===== config.mk =====
export PLATFORM = sky130hd
export DESIGN_NAME = coin_encoder
export DESIGN_NICKNAME = d
export VERILOG_FILES = /design/src/rtl/vend_pkg.sv /design/src/rtl/coin_debounce.sv /design/src/rtl/coin_encoder.sv
export SDC_FILE = /design/constraint.sdc
export NUM_CORES = 1
export LEC_CHECK = 0
export CELL_PAD_IN_SITES_DETAIL_PLACEMENT = 0
export CELL_PAD_IN_SITES_GLOBAL_PLACEMENT = 1
export CORE_ASPECT_RATIO = 0.8
export CORE_MARGIN = 2
export CORE_UTILIZATION = 49
export DETAILED_ROUTE_END_ITERATION = 6
export PLACE_DENSITY = 0.94
export RECOVER_POWER = 50
export SLEW_MARGIN = 15
export SYNTH_ARGS = -nofsm -noshare
export SYNTH_HDL_FRONTEND = slang
export SYNTH_SLANG_ARGS = --single-unit

===== constraint.sdc =====
create_clock -name clock -period 4.25 [get_ports clock]
set_clock_uncertainty 0.1 [all_clocks]
set_input_delay 0.6375 -clock clock [delete_from_list [all_inputs] [get_ports clock]]
set_output_delay 0.6375 -clock clock [all_outputs]
set_load 0.02 [all_outputs]

===== src/rtl/vend_pkg.sv =====
// Shared definitions for the newspaper vending machine.
// Holds the coin codes consumed by the vend FSM and the coin_encoder output FSM states.
package vend_pkg;

  localparam logic [1:0] COIN_NONE   = 2'b00;
  localparam logic [1:0] COIN_NICKEL = 2'b01;
  localparam logic [1:0] COIN_DIME   = 2'b10;

  typedef enum logic [1:0] {
    ENC_IDLE = 2'd0,
    ENC_EMIT = 2'd1,
    ENC_GAP  = 2'd2
  } enc_state_e;

endpackage


===== src/rtl/coin_debounce.sv =====
// Per-sensor input conditioning for the coin acceptor.
// Ports:
//   clock   - system clock, rising edge
//   reset   - synchronous, active-low reset
//   raw     - asynchronous raw sensor line, may glitch
//   pulse_c - one-cycle coin event (combinational from registered state)
module coin_debounce #(
  parameter int unsigned DEBOUNCE_CYCLES = 4
) (
  input  logic clock,
  input  logic reset,
  input  logic raw,
  output logic pulse_c
);

  localparam int unsigned CW = $clog2(DEBOUNCE_CYCLES + 1);

  logic          sync1;
  logic          sync2;
  logic [CW-1:0] cnt;
  logic          deb;
  logic          deb_q;

  // Level is accepted only once the counter has saturated.
  assign deb = (cnt == CW'(DEBOUNCE_CYCLES));

  // Two-flop synchronizer, saturating run counter and edge-detect history.
  always_ff @(posedge clock) begin
    if (!reset) begin
      sync1 <= 1'b0;
      sync2 <= 1'b0;
      cnt   <= '0;
      deb_q <= 1'b0;
    end else begin
      sync1 <= raw;
      sync2 <= sync1;
      deb_q <= deb;
      if (!sync2) begin
        cnt <= '0;
      end else if (!deb) begin
        cnt <= cnt + CW'(1);
      end
    end
  end

  // Rising edge of the debounced level; the sensor must drop before re-arming.
  assign pulse_c = deb & ~deb_q;

endmodule


===== src/rtl/coin_encoder.sv =====
// Coin-acceptor front end: debounces nickel/dime sensors, queues coin events
// and presents them to the vend FSM as one-cycle coin codes with idle gaps.
// Ports:
//   clock      - system clock, rising edge
//   reset      - synchronous, active-low reset
//   nickel_in  - raw nickel sensor (asynchronous)
//   dime_in    - raw dime sensor (asynchronous)
//   coin       - 00 none, 01 nickel, 10 dime (one-cycle pulse)
//   reject     - one-cycle pulse when a coin event is dropped
//   queue_full - FIFO occupancy equals QDEPTH
//   pending    - FIFO occupancy
module coin_encoder
  import vend_pkg::*;
#(
  parameter int unsigned DEBOUNCE_CYCLES = 4,
  parameter int unsigned GAP_CYCLES      = 2,
  parameter int unsigned QDEPTH          = 4
) (
  input  logic                             clock,
  input  logic                             reset,
  input  logic                             nickel_in,
  input  logic                             dime_in,
  output logic [1:0]                       coin,
  output logic                             reject,
  output logic                             queue_full,
  output logic [$clog2(QDEPTH + 1)-1:0]    pending
);

  localparam int unsigned CNTW = $clog2(QDEPTH + 1);
  localparam int unsigned PTRW = (QDEPTH > 1) ? $clog2(QDEPTH) : 1;
  localparam int unsigned GW   = (GAP_CYCLES > 1) ? $clog2(GAP_CYCLES) : 1;

  function automatic logic [PTRW-1:0] ptr_inc(input logic [PTRW-1:0] p);
    return (p == PTRW'(QDEPTH - 1)) ? '0 : p + PTRW'(1);
  endfunction

  logic            nickel_ev_c;
  logic            dime_ev_c;

  enc_state_e      state;
  enc_state_e      state_d;
  logic [GW-1:0]   gcnt;
  logic [GW-1:0]   gcnt_d;
  logic [1:0]      coin_d;
  logic            reject_d;
  logic            pop_c;
  logic            push_c;
  logic [1:0]      push_code_c;
  logic [CNTW-1:0] count_d;

  logic [1:0]      mem [QDEPTH];
  logic [PTRW-1:0] rd_ptr;
  logic [PTRW-1:0] wr_ptr;

  coin_debounce #(.DEBOUNCE_CYCLES(DEBOUNCE_CYCLES)) u_nickel (
    .clock   (clock),
    .reset   (reset),
    .raw     (nickel_in),
    .pulse_c (nickel_ev_c)
  );

  coin_debounce #(.DEBOUNCE_CYCLES(DEBOUNCE_CYCLES)) u_dime (
    .clock   (clock),
    .reset   (reset),
    .raw     (dime_in),
    .pulse_c (dime_ev_c)
  );

  // Output FSM next state, event resolution and FIFO occupancy.
  always_comb begin
    state_d     = state;
    gcnt_d      = gcnt;
    coin_d      = COIN_NONE;
    pop_c       = 1'b0;
    push_c      = 1'b0;
    push_code_c = COIN_NONE;
    reject_d    = 1'b0;
    count_d     = pending;

    case (state)
      ENC_IDLE: begin
        if (pending != '0) begin
          pop_c   = 1'b1;
          coin_d  = mem[rd_ptr];
          state_d = ENC_EMIT;
        end
      end
      ENC_EMIT: begin
        state_d = ENC_GAP;
        gcnt_d  = '0;
      end
      ENC_GAP: begin
        // Last gap cycle also makes the idle decision, so codes can be
        // spaced exactly 1+GAP_CYCLES apart.
        if (gcnt == GW'(GAP_CYCLES - 1)) begin
          if (pending != '0) begin
            pop_c   = 1'b1;
            coin_d  = mem[rd_ptr];
            state_d = ENC_EMIT;
          end else begin
            state_d = ENC_IDLE;
          end
        end else begin
          gcnt_d = gcnt + GW'(1);
        end
      end
      default: state_d = ENC_IDLE;
    endcase

    // Simultaneous coins are ambiguous; a pop this cycle frees a full slot.
    if (nickel_ev_c && dime_ev_c) begin
      reject_d = 1'b1;
    end else if (nickel_ev_c || dime_ev_c) begin
      push_code_c = nickel_ev_c ? COIN_NICKEL : COIN_DIME;
      if (queue_full && !pop_c) begin
        reject_d = 1'b1;
      end else begin
        push_c = 1'b1;
      end
    end

    case ({push_c, pop_c})
      2'b10:   count_d = pending + CNTW'(1);
      2'b01:   count_d = pending - CNTW'(1);
      default: count_d = pending;
    endcase
  end

  // State, output and FIFO pointer registers.
  always_ff @(posedge clock) begin
    if (!reset) begin
      state      <= ENC_IDLE;
      gcnt       <= '0;
      coin       <= COIN_NONE;
      reject     <= 1'b0;
      pending    <= '0;
      queue_full <= 1'b0;
      rd_ptr     <= '0;
      wr_ptr     <= '0;
    end else begin
      state      <= state_d;
      gcnt       <= gcnt_d;
      coin       <= coin_d;
      reject     <= reject_d;
      pending    <= count_d;
      queue_full <= (count_d == CNTW'(QDEPTH));
      if (pop_c) begin
        rd_ptr <= ptr_inc(rd_ptr);
      end
      if (push_c) begin
        wr_ptr <= ptr_inc(wr_ptr);
      end
    end
  end

  // FIFO storage; contents are don't-care while the pointers say empty.
  always_ff @(posedge clock) begin
    if (push_c) begin
      mem[wr_ptr] <= push_code_c;
    end
  end

endmodule


==> results of run 1 <==
cell usage in the layout, fill, tap and decap left out, drive strengths merged, types with 6 or more instances in the layout:
master	netlist	routed
dfxtp	28	28
ha	14	14
nand2	13	13
nor2	13	13
inv	10	10
clkdlybuf4s50	0	9
edfxtp	8	8
clkbuf	2	8
and2	8	8
and3	7	7
nor2b	7	7
mux2i	6	6
nor3	6	6
worst paths after layout:
check / end / slack [ns]
max: pending[2]$_SDFF_PN0_ / 1.42
min: u_nickel.sync2$_SDFF_PN0_ / 0.35
max reg2reg: pending[2]$_SDFF_PN0_ / 1.42
min reg2reg: u_nickel.sync2$_SDFF_PN0_ / 0.35
layout make-up:
cell class,instances,area share
clock buffer,8,0.0494
inverter,10,0.0206
multi-input combinational,100,0.408
sequential,36,0.439
tap,40,0.0275
timing repair buffer,10,0.0549
critical path: stages, from the launching register on:
cell and delay [ns]:
dfxtp_1 0.37, inv_1 0.06, ha_1 0.25, and3b_1 0.22
xor2_1 0.33, and2_4 0.22, inv_1 0.04, ha_1 0.20
fa_1 0.39, xnor2_1 0.16, nor2_1 0.06, xor2_1 0.15
and2_1 0.16
sequential cells by signal, summed over array words and instances (netlist names), named ones only:
name            flops
mem                 8
pending             3
u_dime.cnt          3
u_nickel.cnt        3
coin                2
rd_ptr              2
state               2
wr_ptr              2
gcnt                1
queue_full          1
reject              1
u_dime.deb_q        1
u_dime.sync1        1
u_dime.sync2        1
u_nickel.deb_q      1
u_nickel.sync1      1
u_nickel.sync2      1
metal layers:
metal | global-route usage | part of all wire
met5 | 0 | 0
met4 | 0.0686 | 0.011
met3 | 0.0611 | 0.033
met2 | 0.227 | 0.48
met1 | 0.174 | 0.48
logic make-up (layout without fill, tap and decap cells):
logic type	count (synthesis)	in the layout	share of synthesized area
adder cells (fa/ha/maj)	15	15	0.121
AND/OR/NAND/NOR	59	59	0.198
XOR/XNOR	6	6	0.0442
buffers and inverters	12	28	0.0279
AO/OA/AOI/OAI	12	12	0.0473
flip-flops	36	36	0.496
multiplexers	8	8	0.0651
metrics by stage:
| step | instance area [sq um] | cells | hold slack, ns | power (mW) |
|---|---|---|---|---|
| floorplan | 1610 | 148 | 0.312 | 0.680 |
| global placement | 1760 | 196 | 0.316 | 0.764 |
| detailed placement | 1760 | 196 | 0.329 | 0.773 |
| CTS | 1850 | 204 | 0.348 | 1.02 |
| global route | 1820 | 204 | 0.380 | 1.08 |
| finish | 1820 | 204 | 0.346 | 1.01 |
power breakdown:
part | internal (mW) | total [mW] | switching [mW] | leakage (nW)
logic | 0.168 | 0.339 | 0.172 | 0.371
clock network | 0.132 | 0.246 | 0.114 | 0.0455
registers | 0.388 | 0.425 | 0.0371 | 0.283
total | 0.688 | 1.01 | 0.323 | 0.699
==> metrics.md, run 1 <==
| Metric | Value |
|---|---|
| Class of the worst hold path | flip-flop to flip-flop |
| Slew HR | 0.560 |
| Clock-pin slew on the worst setup and hold paths | approximately 0.070 ns |
| Total GRT Usage | 0.147 |
| Die footprint | between 3000 and 4000 sq um |
| # DRC | 0 |
| Worst r2r path cells | 12 |
| Share of synthesized registers carrying an async set or reset | 0 |
| Setup ws final | about 1.4 ns |
| Root Driver | clkbuf_8 |
| Die height | approximately 55 um |
| CP Max Fanout | 6 |
| Ant diodes | 0 |
| Final core utilization | 0.587 |
| Final Hold Viols | 0 |
| Yosys top cell area share | 0.347 |
| YS warnings | 0 |
| DP Worst Slack | 1.56 ns |
| CTS Buf Count | 5 |
| Top FF cell, synth | dfxtp_1 |
| Minimum clock period | between 2 and 3 ns |
| Hold buffers post-CTS | 0 |
| Crit end category | flip-flop |
| Congestion Overflow GR | 0 |
| Routed WL | between 2000 and 2500 um |
| Post-CTS Setup Inserts | 0 |
| Multi-input gate area in the final layout | 744 sq um |
| Worst IR Drop VDD | between 0.3 and 0.4 mV |
| Worst R2R Start | u_nickel.cnt[0]$_SDFFE_PN0P_ |
| H-tree levels | 2 |
| Syn Nets | between 150 and 200 |
| RSZ-0062 raised after global routing | no |
| Critical Path RT | 4.33 ns |
| Setup_tns | 0 ns |
| Die width | 68.2 um |
| 1st-iter DRT viols | 32 |
| DR vias/cell | 4.98 |
| Mapped cell area | between 1500 and 2000 sq um |
| Core ar. | just over 3000 sq um |
| Dominant cells by area after synthesis | dfxtp_1 (35%), edfxtp_1 (15%), ha_1 (11%) |
| DPL Wire Length | about 1800 um |
| EDFF count, synth | 8 |
| Outcome | finished clean |
| Crit Path Category | flip-flop to flip-flop |
| # setup viols final | 0 |
| Period utilisation layout | 0.665 |
| Fmax | 0.354 GHz |
| DR pass1 iterations | 4 |
| GP Congestion | 0.736 |
| Largest net degree at the start of global routing | 24 |
| Worst EP arrival | between 2 and 3 ns |
| Max Cap Violations | 0 |
| Synth Area per Inst | ~11 sq um |
| Leading area contributor after synthesis | dfxtp_1 |
| Post-DRT Antenna Nets | 0 |
| Row count | 18 |
| CP startpoint | u_nickel.cnt[0]$_SDFFE_PN0P_ |
| Synthesized flop and latch total | 36 |
| WL/cell | between 10 and 15 um |
| CTS Buffer Depth | 2 |
| CTS tree | done |
| Area Growth Syn to Fin | 12.9% |
| Hold path startpoint | u_nickel.sync1$_SDFF_PN0_ |
| Worst Setup Start Kind | flip-flop |
| PwrDens | 554 nW/um^2 |
| Sink Count | 36 |
| Starting Density | 0.519 |
| Top-count cell post-synth | dfxtp_1 |
| Worst slew pin tran | 0.657 ns |
| First-pass GRT wire length | just over 4000 um |
| DR vias | 1015 |
| I/O Buffers | 10 |
| Clk Latency, worst-skew pair | 0.28 ns |
| Initial antenna violation count | 0 |
| Synth Instances | between 100 and 150 |
| Count of cell types in the netlist | 31 |
| Hold path depth | 1 |
| Boundary pin count | 11 |
| Leak | around 0.70 nW |
| Post-CTS resize count | 0 |
| Register area share after synthesis | 0.496 |
| Top cells by count, synth | dfxtp_1 (28), ha_1 (14), nand2_1 (13), nor2_1 (12), inv_1 (10) |
| FF/Latch Area | around 800 sq um |
| Nets | between 150 and 200 |
| Layout cell share with drive strength beyond 1 | 0.0732 |
| Fillers | 259 |
| Via count of the first global-routing pass | ~1000 |
| Final Max Tran Viols | 0 |
No activity file was read; power rests on OpenSTA's default activity.
==> inputs of run 2 (changes only) <==
Settings changed: CORE_UTILIZATION 49 to 45, PLACE_DENSITY 0.94 to 0.88.
Clock period 4.25 ns to 2.9 ns, I/O delays scaled along.
==> metrics.md, run 2 (same netlist as run 1, synthesis figures left out) <==
| Metric | Value |
|---|---|
| Outcome | finished clean |
| M1 wire length | between 1000 and 1500 um |
| CTS Buf Count | 5 |
| Sink Count | 36 |
| Die width | around 70 um |
| DR vias/cell | about 5 |
| Max reg flops | 8 |
| Final cell count without fillers | 208 |
| Clk Latency, worst-skew pair | about 0.29 ns |
| Worst slew pin tran | ~0.67 ns |
| Crit Path Category | flip-flop to flip-flop |
| Slew HR | 0.551 |
| Largest net degree at the start of global routing | 24 |
| Worst EP arrival | about 2.8 ns |
| Met3 wire len | just over 100 um |
| Hold path depth | 1 |
| Row count | 19 |
| Area Growth Syn to Fin | 14.8% |
| Multi-input gate area in the final layout | between 700 and 800 sq um |
| Total GRT Usage | 0.147 |
| Worst IR Drop VDD | approximately 0.57 mV |
| Initial antenna violation count | 0 |
| Boundary pin count | 11 |
| WL/cell | about 12 um |
| Final Max Tran Viols | 0 |
| Core ar. | approximately 3400 sq um |
| Top layer in use | met4 |
| I/O Buffers | 10 |
| Setup_tns | 0 ns |
| Post-DRT Antenna Nets | 0 |
| Nets | ~180 |
| 1st-iter DRT viols | 35 |
| DPL Wire Length | approximately 1800 um |
| Final Hold Viols | 0 |
| Minimum clock period | 2.66 ns |
| DR pass1 iterations | 4 |
| Placed cell count | between 150 and 200 |
| Internal | roughly 980 uW |
| FF/Latch Area | approximately 800 sq um |
| Routed wl met2 | around 1200 um |
| Routed WL | between 2000 and 3000 um |
| Period utilisation layout | 0.918 |
| Congestion Overflow GR | 0 |
| # DRC | 0 |
| GP Congestion | about 0.7 |
| Clock-pin slew on the worst setup and hold paths | roughly 0.07 ns |
| Starting Density | 0.471 |
| Worst Setup Start Kind | flip-flop |
| Clk pwr share | 0.227 |
| CP Max Fanout | 5 |
| RSZ-0062 raised after global routing | no |
| Fmax | around 0.38 GHz |
| Most common cell after layout, fill and taps aside | dfxtp_1 |
| Max Cap Violations | 0 |
| Biggest register | mem |
| Setup ws final | around 0.24 ns |
| Class of the worst hold path | flip-flop to flip-flop |
| H-tree levels | 2 |
| Ant diodes | 0 |
| Area after DPL | 1760 sq um |
| Hold buffers post-CTS | 0 |
| R2r setup slk | between 0.2 and 0.25 ns |
| Layout cell share with drive strength beyond 1 | 0.0964 |
| CTS tree | done |
| Total Power | 1.45 mW |
| Crit end category | flip-flop |
| Sequential share of power | 0.430 |
| Design Area, Final | ~1900 sq um |
| Die footprint | 4080 sq um |
| CTS Buffer Depth | 2 |
| Worst r2r path cells | 12 |
| Die height | about 58 um |
| Critical Path RT | 3.03 ns |
| DP Worst Slack | about 0.2 ns |
| Fraction of power consumed by combinational cells | 0.343 |
| First-pass GRT wire length | about 4500 um |
| Root Driver | clkbuf_8 |
| Switching power | 472 uW |
| Leak | around 0.7 nW |
| Most frequent cells in the layout | dfxtp_1 (27), ha_1 (14), nor2_1 (13), nand2_1 (13), inv_1 (10) |
| Via count of the first global-routing pass | between 1000 and 1500 |
| # setup viols final | 0 |
| Switch share | 0.325 |
| PwrDens | slightly below 800 nW/um^2 |
| DR vias | 1034 |
| Fillers | between 300 and 400 |
[run 2: metrics by stage]
stage | utilization | hold slack [ns]
2_1_floorplan | - | 0.312
3_3_place_gp | 0.514 | 0.318
3_5_place_dp | 0.514 | 0.324
4_1_cts | 0.537 | 0.341
5_1_grt | 0.541 | 0.358
6_report | 0.541 | 0.336
[run 2: worst paths after layout]
check,from,endpoint
setup / recovery,u_dime.cnt[1]$_SDFFE_PN0P_,queue_full$_SDFF_PN0_
hold / removal,u_dime.sync1$_SDFF_PN0_,u_dime.sync2$_SDFF_PN0_
setup reg to reg,u_dime.cnt[1]$_SDFFE_PN0P_,queue_full$_SDFF_PN0_
hold reg to reg,u_dime.sync1$_SDFF_PN0_,u_dime.sync2$_SDFF_PN0_
[run 2: power by group through the flow]
| stage | logic [mW] | clock network, mW | registers, mW |
|---|---|---|---|
| finish | 0.498 | 0.330 | 0.624 |
| CTS | 0.503 | 0.342 | 0.626 |
| floorplan | 0.328 | 0 | 0.669 |
| global route | 0.548 | 0.365 | 0.633 |
| detailed placement | 0.501 | 0 | 0.637 |
| global placement | 0.486 | 0 | 0.633 |
[run 2: critical path: stages (launching register included)]
cell,delay (ns)
dfxtp_1,0.35
inv_1,0.06
ha_1,0.22
and3b_2,0.28
xor2_4,0.20
and2_4,0.18
inv_1,0.04
ha_1,0.20
fa_1,0.38
xnor2_1,0.14
nor2_1,0.11
xor2_1,0.18
and3_1,0.17
[run 2: repair_timing]
action / 4_1_cts / 5_1_grt
buffers inserted: 0 / 2
setup endpoints to repair: 0 / 1
resized for setup: 0 / 1
[run 2: layout make-up]
class | instances | share of cell area
flip-flops and latches | 36 | 0.433
multi-input cells | 100 | 0.413
repair buffers | 12 | 0.0621
clock buffers | 6 | 0.0392
well taps | 42 | 0.0284
inverters | 10 | 0.0203
clock inverters | 2 | 0.00405
[run 2: routing by layer]
metal,up-vias,track usage
met5,-,0
met4,0,0.0485
met3,6,0.0742
met1,490,0.167
li1,528,-
met2,10,0.244
